### src/rtl/key_debounce_sel.sv
// Synchronises and debounces active-low keys, emits press/release/long pulses, steps a MODE register.
// Latency: 2 sync cycles + (DEB_TICKS-1)*TICK_DIV+1 .. DEB_TICKS*TICK_DIV cycles to KEY_LEVEL; MODE one cycle after PRESS.
// No backpressure: free-running, every output is a registered level or single-cycle pulse.
module key_debounce_sel #(
    parameter int KEY_W      = 4,
    parameter int TICK_DIV   = 48000,
    parameter int DEB_TICKS  = 20,
    parameter int LONG_TICKS = 1000,
    parameter int MODE_W     = 2
) (
    input  logic              CLK,
    input  logic              RST_N,
    input  logic [KEY_W-1:0]  KEY_N,
    output logic [KEY_W-1:0]  KEY_LEVEL,
    output logic [KEY_W-1:0]  KEY_PRESS,
    output logic [KEY_W-1:0]  KEY_RELEASE,
    output logic [KEY_W-1:0]  KEY_LONG,
    output logic [MODE_W-1:0] MODE
);

    localparam int PRE_W  = $clog2(TICK_DIV);
    localparam int DEB_W  = (DEB_TICKS > 1) ? $clog2(DEB_TICKS) : 1;
    localparam int HOLD_W = $clog2(LONG_TICKS + 1);

    localparam logic [PRE_W-1:0]  PRE_MAX  = PRE_W'(TICK_DIV - 1);
    localparam logic [DEB_W-1:0]  DEB_MAX  = DEB_W'(DEB_TICKS - 1);
    localparam logic [HOLD_W-1:0] HOLD_MAX = HOLD_W'(LONG_TICKS);
    localparam logic [HOLD_W-1:0] HOLD_ARM = HOLD_W'(LONG_TICKS - 1);

    logic [KEY_W-1:0]  sync_a;
    logic [KEY_W-1:0]  sync_b;
    logic [KEY_W-1:0]  key_s;
    logic [PRE_W-1:0]  pre_cnt;
    logic              tick;
    logic [DEB_W-1:0]  deb_cnt  [KEY_W];
    logic [HOLD_W-1:0] hold_cnt [KEY_W];

    // Two-flop synchroniser; resets to all-ones so a reset looks like "all keys released"
    always_ff @(posedge CLK or negedge RST_N) begin
        if (!RST_N) begin
            sync_a <= '1;
            sync_b <= '1;
        end else begin
            sync_a <= KEY_N;
            sync_b <= sync_a;
        end
    end

    // Downstream logic only ever sees the active-high synchronised key
    assign key_s = ~sync_b;

    // Shared prescaler producing a one-cycle debounce tick every TICK_DIV cycles
    always_ff @(posedge CLK or negedge RST_N) begin
        if (!RST_N) begin
            pre_cnt <= '0;
        end else if (pre_cnt == PRE_MAX) begin
            pre_cnt <= '0;
        end else begin
            pre_cnt <= pre_cnt + PRE_W'(1);
        end
    end

    assign tick = (pre_cnt == PRE_MAX);

    // Debounce: a changed key must stay changed for DEB_TICKS ticks; any bounce back restarts the count.
    // The edge pulses are raised in the same cycle the level changes.
    always_ff @(posedge CLK or negedge RST_N) begin
        if (!RST_N) begin
            for (int i = 0; i < KEY_W; i++) begin
                deb_cnt[i] <= '0;
            end
            KEY_LEVEL   <= '0;
            KEY_PRESS   <= '0;
            KEY_RELEASE <= '0;
        end else begin
            KEY_PRESS   <= '0;
            KEY_RELEASE <= '0;
            for (int i = 0; i < KEY_W; i++) begin
                if (key_s[i] == KEY_LEVEL[i]) begin
                    deb_cnt[i] <= '0;
                end else if (tick) begin
                    if (deb_cnt[i] == DEB_MAX) begin
                        KEY_LEVEL[i]   <= key_s[i];
                        KEY_PRESS[i]   <= key_s[i];
                        KEY_RELEASE[i] <= ~key_s[i];
                        deb_cnt[i]     <= '0;
                    end else begin
                        deb_cnt[i] <= deb_cnt[i] + DEB_W'(1);
                    end
                end
            end
        end
    end

    // Long press: count ticks while held, saturate so KEY_LONG fires once per press
    always_ff @(posedge CLK or negedge RST_N) begin
        if (!RST_N) begin
            for (int i = 0; i < KEY_W; i++) begin
                hold_cnt[i] <= '0;
            end
            KEY_LONG <= '0;
        end else begin
            KEY_LONG <= '0;
            for (int i = 0; i < KEY_W; i++) begin
                if (!KEY_LEVEL[i]) begin
                    hold_cnt[i] <= '0;
                end else if (tick && (hold_cnt[i] != HOLD_MAX)) begin
                    hold_cnt[i] <= hold_cnt[i] + HOLD_W'(1);
                    KEY_LONG[i] <= (hold_cnt[i] == HOLD_ARM);
                end
            end
        end
    end

    // MODE steps up on key 0, down on key 1; simultaneous presses cancel out
    always_ff @(posedge CLK or negedge RST_N) begin
        if (!RST_N) begin
            MODE <= '0;
        end else if (KEY_PRESS[0] && !KEY_PRESS[1]) begin
            MODE <= MODE + MODE_W'(1);
        end else if (KEY_PRESS[1] && !KEY_PRESS[0]) begin
            MODE <= MODE - MODE_W'(1);
        end
    end

endmodule
### config.mk
export PLATFORM = sky130hd
export DESIGN_NAME = key_debounce_sel
export DESIGN_NICKNAME = d
export VERILOG_FILES = /design/src/rtl/key_debounce_sel.sv
export SDC_FILE = /design/constraint.sdc
export NUM_CORES = 1
export LEC_CHECK = 0
export CORE_ASPECT_RATIO = 1.25
export CORE_UTILIZATION = 58
export CTS_BUF_LIST = sky130_fd_sc_hd__clkbuf_8
export DETAILED_ROUTE_END_ITERATION = 8
export GPL_ROUTABILITY_DRIVEN = 0
export PLACE_DENSITY = 0.79
export SYNTH_ARGS = -nofsm -noshare
export SYNTH_HDL_FRONTEND = slang
export SYNTH_SLANG_ARGS = --single-unit
### constraint.sdc
create_clock -name CLK -period 2.95 [get_ports CLK]
set_input_delay 0.295 -clock CLK [delete_from_list [all_inputs] [get_ports CLK]]
set_output_delay 0.295 -clock CLK [all_outputs]
set_load 0.005 [all_outputs]
[Yosys cells after proc, flatten, opt, wreduce, memory -nomap -nowiden]
Cells that the tools add are included.
W data, S select, Z words.
Storage, ports and cells
  register bits after elaboration: 102
  input bits: 6
  output and inout port bits: 18
  word-level logic and storage cells: 132
Operators by class
  add/subtract/negate cells: 11
  eq/ne operators: 21
  mux-type cells: 55
  bitwise operators: 9
  reduce and logical (&&, ||, !) cells: 17
Operators by type and width (number)
  $mux W10: 8
  $mux W5: 12
  $add A10 B1 Y10 const B: 4
  $eq A10 B10 Y1 const B: 4
  $ne A10 B10 Y1 const B: 4
  $mux W1: 32
  $add A5 B1 Y5 const B: 4
  $eq A5 B5 Y1 const B: 4
  $add A16 B1 Y16 const B: 1
  $eq A16 B16 Y1 const B: 1
  $mux W16: 1
  $reduce_and A3 Y1: 4
  $reduce_bool A2 Y1: 5
  $ne A2 B1 Y1 const B: 4
  $not A1 Y1: 8
  $logic_and A1 B1 Y1: 6
  $eq A1 B1 Y1: 4
  $mux W2: 2
  $not A4 Y4: 1
  $add A2 B1 Y2 const B: 1
  $logic_not A1 Y1: 2
  $sub A2 B1 Y2 const B: 1

[Longest topological paths before layout]
  depth after elaboration: 5
  mapped depth: 8
  mapped depth without buffers: 6

[Worst setup path before layout]
No wires, ideal clock.
  kind: register to register
  start: register pre_cnt[0]
  end: register hold_cnt[36] (netlist name)
  library setup time: 0.139 ns
  arrival: 1.880 ns
  data required time: 2.811 ns
  path slack: 0.931 ns
  stages on the path, launching flop included: 9
  buffers on the path: 3
  period minus slack after synthesis: 2.019 ns
  cell sequence: dfrtp_1 > ha_1 > nand3_2 > or3_1 > clkbuf_1 > buf_2 > buf_2 > o311ai_0 > o31ai_1
On the way
  word-level cells in the longest chain between the ends: 3
Ends and longest elaborated chain
  start, declared: RTL line 33  | logic [PRE_W-1:0] pre_cnt;
  start signal, assigned: RTL line 59  | pre_cnt <= pre_cnt + PRE_W'(1);
  $eq A16 B16 Y1: RTL line 63  | assign tick = (pre_cnt == PRE_MAX);
  $logic_and A1 B1 Y1: RTL line 107  | end else if (tick && (hold_cnt[i] != HOLD_MAX)) begin
  $ne A2 B1 Y1 (no source line)
  end signal, assigned by index: RTL line 108  | hold_cnt[i] <= hold_cnt[i] + HOLD_W'(1);
  end, declared: RTL line 36  | logic [HOLD_W-1:0] hold_cnt [KEY_W];
Every way passes these cells.
A chain may end at the register's enable or synchronous reset.

[Worst setup path in the final report]
  start: register pre_cnt[0]
  end: register hold_cnt[20] (netlist name)
The elaborated chain is that of the path after synthesis.

==> impl_metrics.tcl <==
set metrics [dict create \
    coreArea_um2 8748 \
    wl_um 10690 \
    drv_cap 0 \
    vias 4171 \
    cts_tree "yes" \
    final_common_cell "dfrtp_1" \
    layout_setup_ws_ns 0.5680 \
    clk_pin_slew_worst_paths_ns 0.09 \
    fin_cells 681 \
    multi_input_area_um2 2531 \
    placed_cell_area_um2 5634 \
    placedCellCount 665 \
    start_kind "flop" \
    num_antenna_cells 0 \
    postSynth.asyncResetShare 1.000 \
    synth_top_area_frac 0.4464 \
    worstRegToRegCells 6 \
    grt_pass1_vias 4100 \
    wl_per_cell_um 15.70 \
    worstPathArrival_ns 2.67 \
    rsz0062_at_grt "false" \
    synth-edff-count 0 \
    syn-num-nets 560 \
    crit_required_ns 3.24 \
    cts.path.max_buffers 2 \
    worst_clock_skew_ns 0.007126 \
    synth.largest_area_cell "dfrtp_1" \
    grt_pass1_wl_um 18570 \
    synth_area_leaders "dfrtp_1, mux2i_1, nand2_1" \
    synth.avg_cell_area_um2 9.757 \
    cts_made_buffers 9 \
    syn_inst 540 \
    seq_area_frac_synth 0.4863 \
    dp_hpwl_um 7005 \
    crit_type "flop to flop" \
    period_share 0.8075 \
    fin_area_um2 5819 \
    grt-ovfl-total 0 \
    timing.rr.end "hold_cnt[20]$_DFFE_PN0P_" \
    drt_iter0_markers 246 \
    final_util 0.6652 \
    cts_setup_buffers 0 \
    syn_area_um2 5269 \
    start_util 0.6023 \
    r2r_setup_slack_ns 0.57 \
    cts.repair.resized 0 \
    finalPower_mw 2.291 \
    place_ws_ns 0.5901 \
    cts-root-buf "clkbuf_8" \
    p_leak_nw 2.258 \
    setup_tns_ns 0 \
    ys_ff_latch 102 \
    worst_slew_pin_slew_ns 0.8248 \
    min_period_ns 2.382 \
    grt_max_degree 65 \
    viasPerCell 6.125 \
    ir_drop_uv 278.7 \
    drtAntennaViolNets 0 \
    clk_latency_ns 0.37 \
    final_cell_mix "dfrtp_1, nand2_1, nand3_1" \
    cp-end-kind "flop" \
    die_area_um2 9472 \
    holdWs_ns 0.02027 \
    ioPinCount 24 \
    final-seq-area_um2 2562 \
    critPathMaxFanout 35 \
    grt_antenna_before_repair 0 \
    post_route_cells_drive_above_1_share 0.07487 \
    grt_usage 0.2503 \
    cp-startpoint "pre_cnt[0]$_DFF_PN0_" \
    yosysWarnings 0 \
    slew_viol_final 0 \
    portBuffers 23 \
    power_density_nw_per_um2 393.8 \
    fillers 707 \
    clock.fmax_mhz 419.8 \
    worstHoldPathType "input port to async pin" \
    syn_to_final_growth_pct 10.45 \
    die_w_um 87.25 \
    hold_violations 0 \
    htreeDepth 3 \
    yosys.cell_types.count 47 \
    setup_viol 0 \
    max_slew_margin 0.4502 \
    fin_nets 576 \
    status "finished clean" \
    drc 0 \
    first_pass_iters 4 \
    holdBufCountCts 0 \
    cts_sinks 102 \
    fp.dieH_um 108.6 \
    row_count 38 \
    synth_flop_cell "dfrtp_1" \
    r2r_start "pre_cnt[0]$_DFF_PN0_" \
]
-- area by class of cell --
class,count,share of cell area
Sequential cell,102,0.4403
Clock buffer,12,0.02838
Timing Repair Buffer,34,0.05547
Tap cell,120,0.02580
Clock inverter,4,0.003440
Inverter,18,0.01161
Multi-Input combinational cell,391,0.4350
-- worst max path at each step --
| stage | cells past startpoint | end | slack [ns] |
|---|---|---|---|
| CTS | 6 | hold_cnt[20]$_DFFE_PN0P_ | 0.55 |
| global placement | 6 | hold_cnt[20]$_DFFE_PN0P_ | 0.70 |
| floorplan | 8 | hold_cnt[36]$_DFFE_PN0P_ | 0.93 |
| detailed placement | 6 | hold_cnt[21]$_DFFE_PN0P_ | 0.59 |
| global route | 6 | hold_cnt[21]$_DFFE_PN0P_ | 0.40 |
| finish | 6 | hold_cnt[20]$_DFFE_PN0P_ | 0.57 |
-- power breakdown --
part	switching, mW	internal (mW)	leakage [nW]	total (mW)
logic	0.0337	0.0112	0.772	0.0449
registers	0.00556	1.41	1.38	1.41
clock network	0.463	0.371	0.102	0.834
-- cell families after synthesis --
family	count (synthesis)	synth area share
compound gates	78	0.09737
xor+xnor	24	0.03990
fa+ha+maj	14	0.03325
buf+inv	47	0.03443
flops	102	0.4863
mux	25	0.04749
simple gates	250	0.2612
-- sequential cells by signal, summed over array words and instances (netlist names) --
register     cells
sync_a           4
KEY_LEVEL        4
KEY_LONG         4
KEY_PRESS        4
KEY_RELEASE      4
deb_cnt         20
pre_cnt         16
MODE             2
hold_cnt        40
sync_b           4
-- synthesized netlist by cell type, types with 2 or more instances --
library cell / n
buf_2: 3
ha_1: 14
a41o_1: 2
dfrtp_1: 94
nor2_1: 26
dfstp_2: 8
nand2b_1: 18
and4_1: 3
nand3_2: 2
nand4b_1: 10
o311ai_0: 6
mux2i_1: 25
o41ai_1: 2
a31oi_1: 3
nand4_1: 19
nor4_1: 18
inv_1: 18
o211ai_1: 3
a311oi_1: 2
o21ai_0: 12
nor3b_1: 2
nand3_1: 39
and2_1: 3
nor3_1: 17
clkbuf_1: 25
nand3b_1: 2
nor4bb_1: 3
a21oi_1: 25
o31ai_1: 17
nand2_1: 57
nor2b_1: 3
xor2_1: 11
and3_1: 8
or4_1: 15
xnor2_1: 13
-- critical path, stage by stage, from the launching register on --
cell	delay [ns]
dfrtp_1	0.40
ha_1	0.24
nand3_2	0.12
or3_2	0.50
buf_4	0.25
a211oi_1	0.52
mux2i_1	0.26
-- layer usage --
layer | global-route usage | part of all wire
met1 | 0.3221 | 0.45
met2 | 0.4157 | 0.51
met3 | 0.03435 | 0.023
met4 | 0.1194 | 0.014
met5 | 0 | 0
No activity file was read; power rests on OpenSTA's default activity.
